--- src/rtl/instr_fetch_unit.sv ---
// ---------------------------------------------------------------------------
// instr_fetch_unit
//
// Fetch stage sitting directly after the PC/next-PC logic. It owns the
// architectural fetch PC. It keeps at most one instruction-memory request
// outstanding over a req/gnt/rvalid handshake. Each fetched word is handed
// to decode, together with its PC, over a valid/ready handshake.
//
// Branch redirects can arrive in any live state. A redirect that lands
// while a request is outstanding marks that request as squashed, and its
// response is dropped when it returns. A redirect to a target that is not
// word aligned is a fault. A request that is never answered within MAX_WAIT
// cycles is also a fault. Both faults are sticky, and only reset clears them.
//
// Parameters
//   XLEN      width of the PC and of the memory address
//   RESET_PC  fetch PC loaded by reset
//   MAX_WAIT  WAIT cycles allowed without rvalid before a timeout (1..255)
//
// Ports
//   clk              rising-edge clock
//   reset            synchronous, active-high reset
//   redirect_valid   branch taken this cycle
//   redirect_target  new fetch PC for the redirect
//   imem_req         memory request valid (only in REQ)
//   imem_addr        request address, always equal to pc
//   imem_gnt         memory accepted the request this cycle
//   imem_rvalid      read data valid
//   imem_rdata       read data
//   instr_valid      instruction available to decode
//   instr            fetched instruction
//   instr_pc         PC of instr
//   instr_ready      decode accepts instr
//   pc               current fetch PC
//   fetch_fault      sticky fault flag
//   fault_cause      01 = misaligned redirect target, 10 = memory timeout
// ---------------------------------------------------------------------------
module instr_fetch_unit #(
  parameter int unsigned     XLEN     = 64,
  parameter logic [XLEN-1:0] RESET_PC = '0,
  parameter int unsigned     MAX_WAIT = 15
) (
  input  logic            clk,
  input  logic            reset,
  input  logic            redirect_valid,
  input  logic [XLEN-1:0] redirect_target,
  output logic            imem_req,
  output logic [XLEN-1:0] imem_addr,
  input  logic            imem_gnt,
  input  logic            imem_rvalid,
  input  logic [31:0]     imem_rdata,
  output logic            instr_valid,
  output logic [31:0]     instr,
  output logic [XLEN-1:0] instr_pc,
  input  logic            instr_ready,
  output logic [XLEN-1:0] pc,
  output logic            fetch_fault,
  output logic [1:0]      fault_cause
);

  typedef enum logic [2:0] {
    ST_IDLE,
    ST_REQ,
    ST_WAIT,
    ST_OUT,
    ST_FAULT
  } state_e;

  localparam logic [1:0] CAUSE_NONE     = 2'b00;
  localparam logic [1:0] CAUSE_MISALIGN = 2'b01;
  localparam logic [1:0] CAUSE_TIMEOUT  = 2'b10;

  localparam logic [7:0] MAX_WAIT_C = 8'(MAX_WAIT);

  // -------------------------------------------------------------------------
  // State
  // -------------------------------------------------------------------------
  state_e          state_q,       state_d;
  logic [XLEN-1:0] pc_q,          pc_d;
  logic [31:0]     instr_q,       instr_d;
  logic [XLEN-1:0] instr_pc_q,    instr_pc_d;
  logic            squash_q,      squash_d;
  logic [7:0]      wait_cnt_q,    wait_cnt_d;
  logic [1:0]      fault_cause_q, fault_cause_d;
  logic            imem_req_q,    imem_req_d;
  logic            instr_valid_q, instr_valid_d;
  logic            fetch_fault_q, fetch_fault_d;

  // A redirect whose target is not word aligned. It beats gnt and rvalid
  // in the same cycle.
  logic bad_redirect;
  assign bad_redirect = redirect_valid && (redirect_target[1:0] != 2'b00);

  // -------------------------------------------------------------------------
  // Next-state logic
  // -------------------------------------------------------------------------
  always_comb begin
    // NOTE: every variable gets a default before the case, so no path
    // leaves one unassigned and no latch is inferred.
    state_d       = state_q;
    pc_d          = pc_q;
    instr_d       = instr_q;
    instr_pc_d    = instr_pc_q;
    squash_d      = squash_q;
    wait_cnt_d    = wait_cnt_q;
    fault_cause_d = fault_cause_q;

    case (state_q)
      ST_IDLE: begin
        if (bad_redirect) begin
          state_d       = ST_FAULT;
          fault_cause_d = CAUSE_MISALIGN;
        end else begin
          if (redirect_valid) begin
            pc_d = redirect_target;
          end
          state_d = ST_REQ;
        end
      end

      ST_REQ: begin
        if (bad_redirect) begin
          state_d       = ST_FAULT;
          fault_cause_d = CAUSE_MISALIGN;
        end else if (imem_gnt) begin
          state_d    = ST_WAIT;
          wait_cnt_d = '0;
          if (redirect_valid) begin
            // The memory accepted the old address. Its response must be
            // dropped when it arrives.
            pc_d     = redirect_target;
            squash_d = 1'b1;
          end else begin
            squash_d = 1'b0;
          end
        end else if (redirect_valid) begin
          // The memory accepted nothing, so the request can retarget
          // in place.
          pc_d = redirect_target;
        end
      end

      ST_WAIT: begin
        wait_cnt_d = wait_cnt_q + 8'd1;
        if (bad_redirect) begin
          state_d       = ST_FAULT;
          fault_cause_d = CAUSE_MISALIGN;
        end else if (redirect_valid) begin
          pc_d = redirect_target;
          if (imem_rvalid) begin
            // The response for the old PC arrives with the redirect. Drop it
            // and fetch the target immediately.
            squash_d = 1'b0;
            state_d  = ST_REQ;
          end else begin
            squash_d = 1'b1;
            if (wait_cnt_d == MAX_WAIT_C) begin
              state_d       = ST_FAULT;
              fault_cause_d = CAUSE_TIMEOUT;
            end
          end
        end else if (imem_rvalid) begin
          if (squash_q) begin
            squash_d = 1'b0;
            state_d  = ST_REQ;
          end else begin
            instr_d    = imem_rdata;
            instr_pc_d = pc_q;
            pc_d       = pc_q + XLEN'(4);
            state_d    = ST_OUT;
          end
        end else if (wait_cnt_d == MAX_WAIT_C) begin
          state_d       = ST_FAULT;
          fault_cause_d = CAUSE_TIMEOUT;
        end
      end

      ST_OUT: begin
        // A redirect in the same cycle as the handshake still counts the
        // instruction as consumed. Either way the next step is a new request.
        if (bad_redirect) begin
          state_d       = ST_FAULT;
          fault_cause_d = CAUSE_MISALIGN;
        end else if (redirect_valid) begin
          pc_d    = redirect_target;
          state_d = ST_REQ;
        end else if (instr_ready) begin
          state_d = ST_REQ;
        end
      end

      ST_FAULT: begin
        // Terminal state. Redirects and responses are ignored until reset.
        state_d = ST_FAULT;
      end

      default: begin
        state_d = ST_IDLE;
      end
    endcase

    // The handshake outputs are registered and are decoded from the next
    // state, so they line up with state_q after the edge.
    imem_req_d    = (state_d == ST_REQ);
    instr_valid_d = (state_d == ST_OUT);
    fetch_fault_d = (state_d == ST_FAULT);
  end

  // -------------------------------------------------------------------------
  // Registers
  // -------------------------------------------------------------------------
  always_ff @(posedge clk) begin
    // NOTE: non-blocking assignments. Every flop samples the values from
    // before the edge, whatever order the statements are written in.
    if (reset) begin
      state_q       <= ST_IDLE;
      pc_q          <= RESET_PC;
      instr_q       <= '0;
      instr_pc_q    <= '0;
      squash_q      <= 1'b0;
      wait_cnt_q    <= '0;
      fault_cause_q <= CAUSE_NONE;
      imem_req_q    <= 1'b0;
      instr_valid_q <= 1'b0;
      fetch_fault_q <= 1'b0;
    end else begin
      state_q       <= state_d;
      pc_q          <= pc_d;
      instr_q       <= instr_d;
      instr_pc_q    <= instr_pc_d;
      squash_q      <= squash_d;
      wait_cnt_q    <= wait_cnt_d;
      fault_cause_q <= fault_cause_d;
      imem_req_q    <= imem_req_d;
      instr_valid_q <= instr_valid_d;
      fetch_fault_q <= fetch_fault_d;
    end
  end

  // -------------------------------------------------------------------------
  // Outputs
  // -------------------------------------------------------------------------
  assign imem_req    = imem_req_q;
  assign imem_addr   = pc_q;
  assign pc          = pc_q;
  assign instr_valid = instr_valid_q;
  assign instr       = instr_q;
  assign instr_pc    = instr_pc_q;
  assign fetch_fault = fetch_fault_q;
  assign fault_cause = fault_cause_q;

endmodule
--- config.mk ---
export PLATFORM = sky130hd
export DESIGN_NAME = instr_fetch_unit
export DESIGN_NICKNAME = d
export VERILOG_FILES = /design/src/rtl/instr_fetch_unit.sv
export SDC_FILE = /design/constraint.sdc
export NUM_CORES = 1
export LEC_CHECK = 0
export CORE_ASPECT_RATIO = 0.7
export CORE_MARGIN = 2
export CORE_UTILIZATION = 45
export DETAILED_ROUTE_END_ITERATION = 7
export PLACE_DENSITY_LB_ADDON = 0.3
export SYNTH_ARGS = -nofsm -noshare
export SYNTH_HDL_FRONTEND = slang
export SYNTH_SLANG_ARGS = --single-unit
--- constraint.sdc ---
create_clock -name clk -period 2.8 [get_ports clk]
set_input_delay 0.56 -clock clk [delete_from_list [all_inputs] [get_ports clk]]
set_output_delay 0.56 -clock clk [all_outputs]
set_load 0.01 [all_outputs]
; Word level (Yosys, flattened, before mapping)
; Cells that the tools add are included.
[word_totals]
ff_bits = 177
elab_cells = 82
[op_classes]
add_sub_neg = 2
eq_ne = 18
n_mux = 36
bitwise = 3
reduce_logical = 13
[ops]
columns = cell, n
row1 = $mux 64, 6
row2 = $pmux 64 s2, 1
row3 = $add 64x3->64 const B, 1
row4 = $mux 3, 11
row5 = $mux 8, 2
row6 = $pmux 8 s2, 1
row7 = $pmux 3 s5, 1
row8 = $ne 3x3->1 const B, 4
row9 = $mux 2, 5
row10 = $reduce_and 5->1, 2
row11 = $eq 3x2->1 const B, 3
row12 = $add 8x1->8 const B, 1
row13 = $eq 8x4->1 const B, 1
row14 = $ne 2x2->1 const B, 4
row15 = $mux 1, 7
row16 = $eq 3x1->1 const B, 2
row17 = $eq 3x3->1 const B, 2
row18 = $reduce_and 6->1, 1
row19 = $reduce_bool 2->1, 3
row20 = $ne 2x1->1 const B, 2
row21 = $pmux 2 s2, 1
row22 = $reduce_and 4->1, 1
row23 = $logic_not 3->1, 1
row24 = $not 1->1, 3
row25 = other kinds (6), 6

; Longest topological paths before layout
[logic_depth]
depth_word = 8
mapped_depth = 9
depth_no_buf = 6

; Worst setup path after synthesis
; No wires, ideal clock.
[synth_timing]
kind = reg-to-reg
start = reg pc_q[2] (netlist: imem_addr[2])
end = reg pc_q[28] (netlist: imem_addr[28])
setup_time_ns = 0.077
arrival_ns = 2.158
required_ns = 2.723
setup_slack_ns = 0.566
path_stages_with_launch = 8
cell_sequence = dfxtp_1 -> ha_1 -> nand4_1 -> nor4_2 -> buf_2 -> nand2_1 -> or4_4 -> a41oi_2
[synth_via]
elab_chain_len = 6
[synth_lines]
columns = element, line_no
row1 = from (decl), 79  ; logic [XLEN-1:0] pc_q, pc_d;
row2 = from (signal assigned), 228  ; pc_q <= pc_d;
row3 = $add 64x3->64, 169  ; pc_d = pc_q + XLEN'(4);
row4 = $mux 64, 163  ; if (squash_q) begin
row5 = $mux 64, 162  ; end else if (imem_rvalid) begin
row6 = $mux 64, 148  ; end else if (redirect_valid) begin
row7 = $mux 64, 145  ; if (bad_redirect) begin
row8 = $pmux 64 s2, 108  ; case (state_q)
; No other way between the ends. The select of a mux whose other input is x is not followed.
; A chain may end at the register's enable or synchronous reset.

; Final worst setup path
[layout_timing]
start = reg pc_q[11] (netlist: imem_addr[11])
end = reg pc_q[55] (netlist: imem_addr[55])
; The elaborated chain is that of the path after synthesis.

==> results.cfg <==
[finish]
diodes = 0
drive_above_1_share_pct = 8.119
syn_to_final_growth_pct = 44.68
fin_nets = 1534
mostFrequentLayoutCells = clkdlybuf4s50_1, nand2_1, dfxtp_1
final_util_pct = 65.81
final_common_cell = clkdlybuf4s50_1

[run]
drv_cap = 0

[power]
seq_power_share_pct = 45.4
p_sw_uw = 1457
switching_share_pct = 24.91
p_leak_uw = 0.004283
cellInternalPower_uw = 4392
clkPwrFrac_pct = 42.9
powerDensity_mw_per_mm2 = 453.8
peakVddDrop_v = 0.0003057
comb_power_share_pct = 11.8

[floorplanning]
die_area_sq_mm = 0.02096
start_util_pct = 45.49
rows = 43
die-height_um = 121.7
fp.dieW_um = 172.2
core_area_sq_mm = 0.01958
ioPinCount = 331

[sta]
hold_ws_ns = 0.4523
slew_headroom_pct = 41.18
rsz0062_at_grt = false
period_minus_slack_ns = 2.414
hold_viol_final = 0
finalSetupViolCount = 0
final-max-slew-violation-count = 0
setup_slack_ns = 0.3856
tightest_slew_ns = 0.8790
setup_tns_ns = 0
finClkSkew_ns = 0.009807
fmax_mhz = 414.2
min_period_over_period_pct = 86.23

[detailed_routing]
drc = 0
drtIter0Drc = 760
drtPass1Iterations = 5
wire_per_inst_um = 18.21
num_vias = 9832
ant_nets = 0
viasPerCell = 5.746
finalWirelength_um = 31160

[clock_tree]
insertion_delay_ns = 0.44
cts_root_buffer = clkbuf_16
cts_made_buffers = 17
htreeDepth = 4
holdBufCountCts = 0
cts_buffer_depth = 2
cts-resized-gates = 0
cts_setup_buffers = 0
cts_tree = done
cts_sinks = 177
clkTransAtPathRegs_ns = 0.07

[synth]
synthDistinctLibCells = 72
syn-instance-count = 1168
synth-edff-count = 0
ys_seq_elements = 177
syn_nets = 1273
seq_area_frac_synth_pct = 39.78
ys.flop_type = dfxtp_1
synth.avg_cell_area_sq_um = 7.627
ys_async_sr_fraction_pct = 0
synth_area_sq_mm = 0.008909
yosys_warnings = 0

[status]
status = finished, final reports clean

[global_routing]
grt_max_degree = 70
grt_usage_pct = 28.91
antenna_found_initial = 2
grt_pass1_wl_um = 47930
grt_overflow = 0
grt_pass1_vias = 8885

[placement]
dp_hpwl_um = 22050
dp_slack_ns = 0.03120
gp_congestion = 0.8913
io_buffer_count = 330

[setup_path]
crit_arrival_ns = 2.78
rr_startpoint = imem_addr[11]
start_kind = register
cp_data_required_time_ns = 3.16
crit_path_start = imem_addr[11]
critPathMaxFanout = 12
end_kind = register
worstSetupPathType = reg2reg

[worst_hold_path]
holdCritPathClass = in2reg
hold_path_startpoint = reset
-- through the flow --
step | std cells | power, uW | area (sq um)
after global placement | 1680 | 3380 | 12280
after floorplan | 1168 | 2997 | 8909
after detailed placement | 1680 | 3387 | 12280
after CTS | 1711 | 5870 | 12890
final | 1711 | 5849 | 12890
after global routing | 1711 | 6019 | 12890
-- synth_stat cells (3+ instances only) --
library cell | count | share of area (%)
nand2_1 | 263 | 11
dfxtp_1 | 177 | 40
a21oi_1 | 147 | 8.3
buf_4 | 66 | 5.6
clkbuf_1 | 60 | 2.5
nand3_1 | 49 | 2.8
nor2_1 | 41 | 1.7
o21ai_0 | 39 | 2.2
nand4_1 | 34 | 2.4
nor3_1 | 30 | 1.7
and3_1 | 21 | 1.5
a31oi_1 | 16 | 1.1
buf_2 | 16 | 0.90
and2_1 | 15 | 1.1
o211ai_1 | 14 | 1.2
a21o_1 | 13 | 1.1
inv_1 | 13 | 0.55
or4_1 | 12 | 1.0
nor4_1 | 10 | 0.70
or3_1 | 9 | 0.63
o31ai_1 | 8 | 0.67
o311ai_0 | 7 | 0.69
a22oi_1 | 6 | 0.51
a311oi_1 | 6 | 0.59
nor3b_1 | 6 | 0.51
and4_1 | 5 | 0.49
a211oi_1 | 4 | 0.34
nand3b_1 | 4 | 0.34
a221oi_1 | 3 | 0.29
a31o_2 | 3 | 0.29
a32o_1 | 3 | 0.34
clkbuf_2 | 3 | 0.17
ha_1 | 3 | 0.42
mux2i_1 | 3 | 0.34
nand4b_1 | 3 | 0.29
o22ai_1 | 3 | 0.21
or4b_1 | 3 | 0.34
-- metal layers --
layer  track usage [%]  share of wire (%)  vias to the layer above
met5                 0              0.042                        -
met4             8.456                1.3                        2
met3             6.043                9.5                       45
met2             45.31                 46                      542
met1             40.26                 44                     4628
li1                  -                  -                     4615
-- worst paths after layout --
path | end | slack [ns] | cells past startpoint
setup / recovery | imem_addr[55] | 0.39 | 6
hold / removal | instr_pc[30] | 0.45 | 2
setup reg to reg | imem_addr[55] | 0.39 | 6
hold reg to reg | instr_pc[0] | 0.45 | 2
-- critical path: stages (launching register included) --
cell	delay, ns
dfxtp_1	0.49
nand2_1	0.26
nor4_4	0.53
nand4_1	0.15
buf_4	0.22
or4_1	0.51
a31oi_1	0.18
-- state kept, by name, summed over array words and instances (netlist names) --
| name | count |
|---|---|
| wait_cnt_q | 8 |
| instr_valid | 1 |
| instr_pc | 64 |
| imem_addr | 64 |
| imem_req | 1 |
| instr | 32 |
| fetch_fault | 1 |
| fault_cause | 2 |
| squash_q | 1 |
| state_q | 3 |
-- power by group through the flow --
stage	registers, uW	clock network [uW]	logic, uW
detailed placement	2710	0	679
global route	2660	2620	733
finish	2650	2510	688
global placement	2710	0	673
floorplan	2700	0	295
CTS	2650	2530	684
-- cell type report --
type / count / area [sq um]
Sequential cell: 177 / 3543
Multi-Input combinational cell: 832 / 4546
Clock buffer: 20 / 456.7
Inverter: 13 / 48.80
Clock inverter: 11 / 153.9
Tap cell: 270 / 337.8
Fill cell: 1651 / 6695
Timing Repair Buffer: 388 / 3802
-- cells by family (layout without fill, tap and decap cells) --
family,count (synthesis),after routing,synth area share (%)
xor+xnor,2,2,0.1967
compound gates,293,293,19.99
flops,177,177,39.78
simple gates,530,530,29.41
buf+inv,159,432,9.747
fa+ha+maj,3,3,0.4214
mux,4,4,0.4635
No activity file was read; power rests on OpenSTA's default activity.
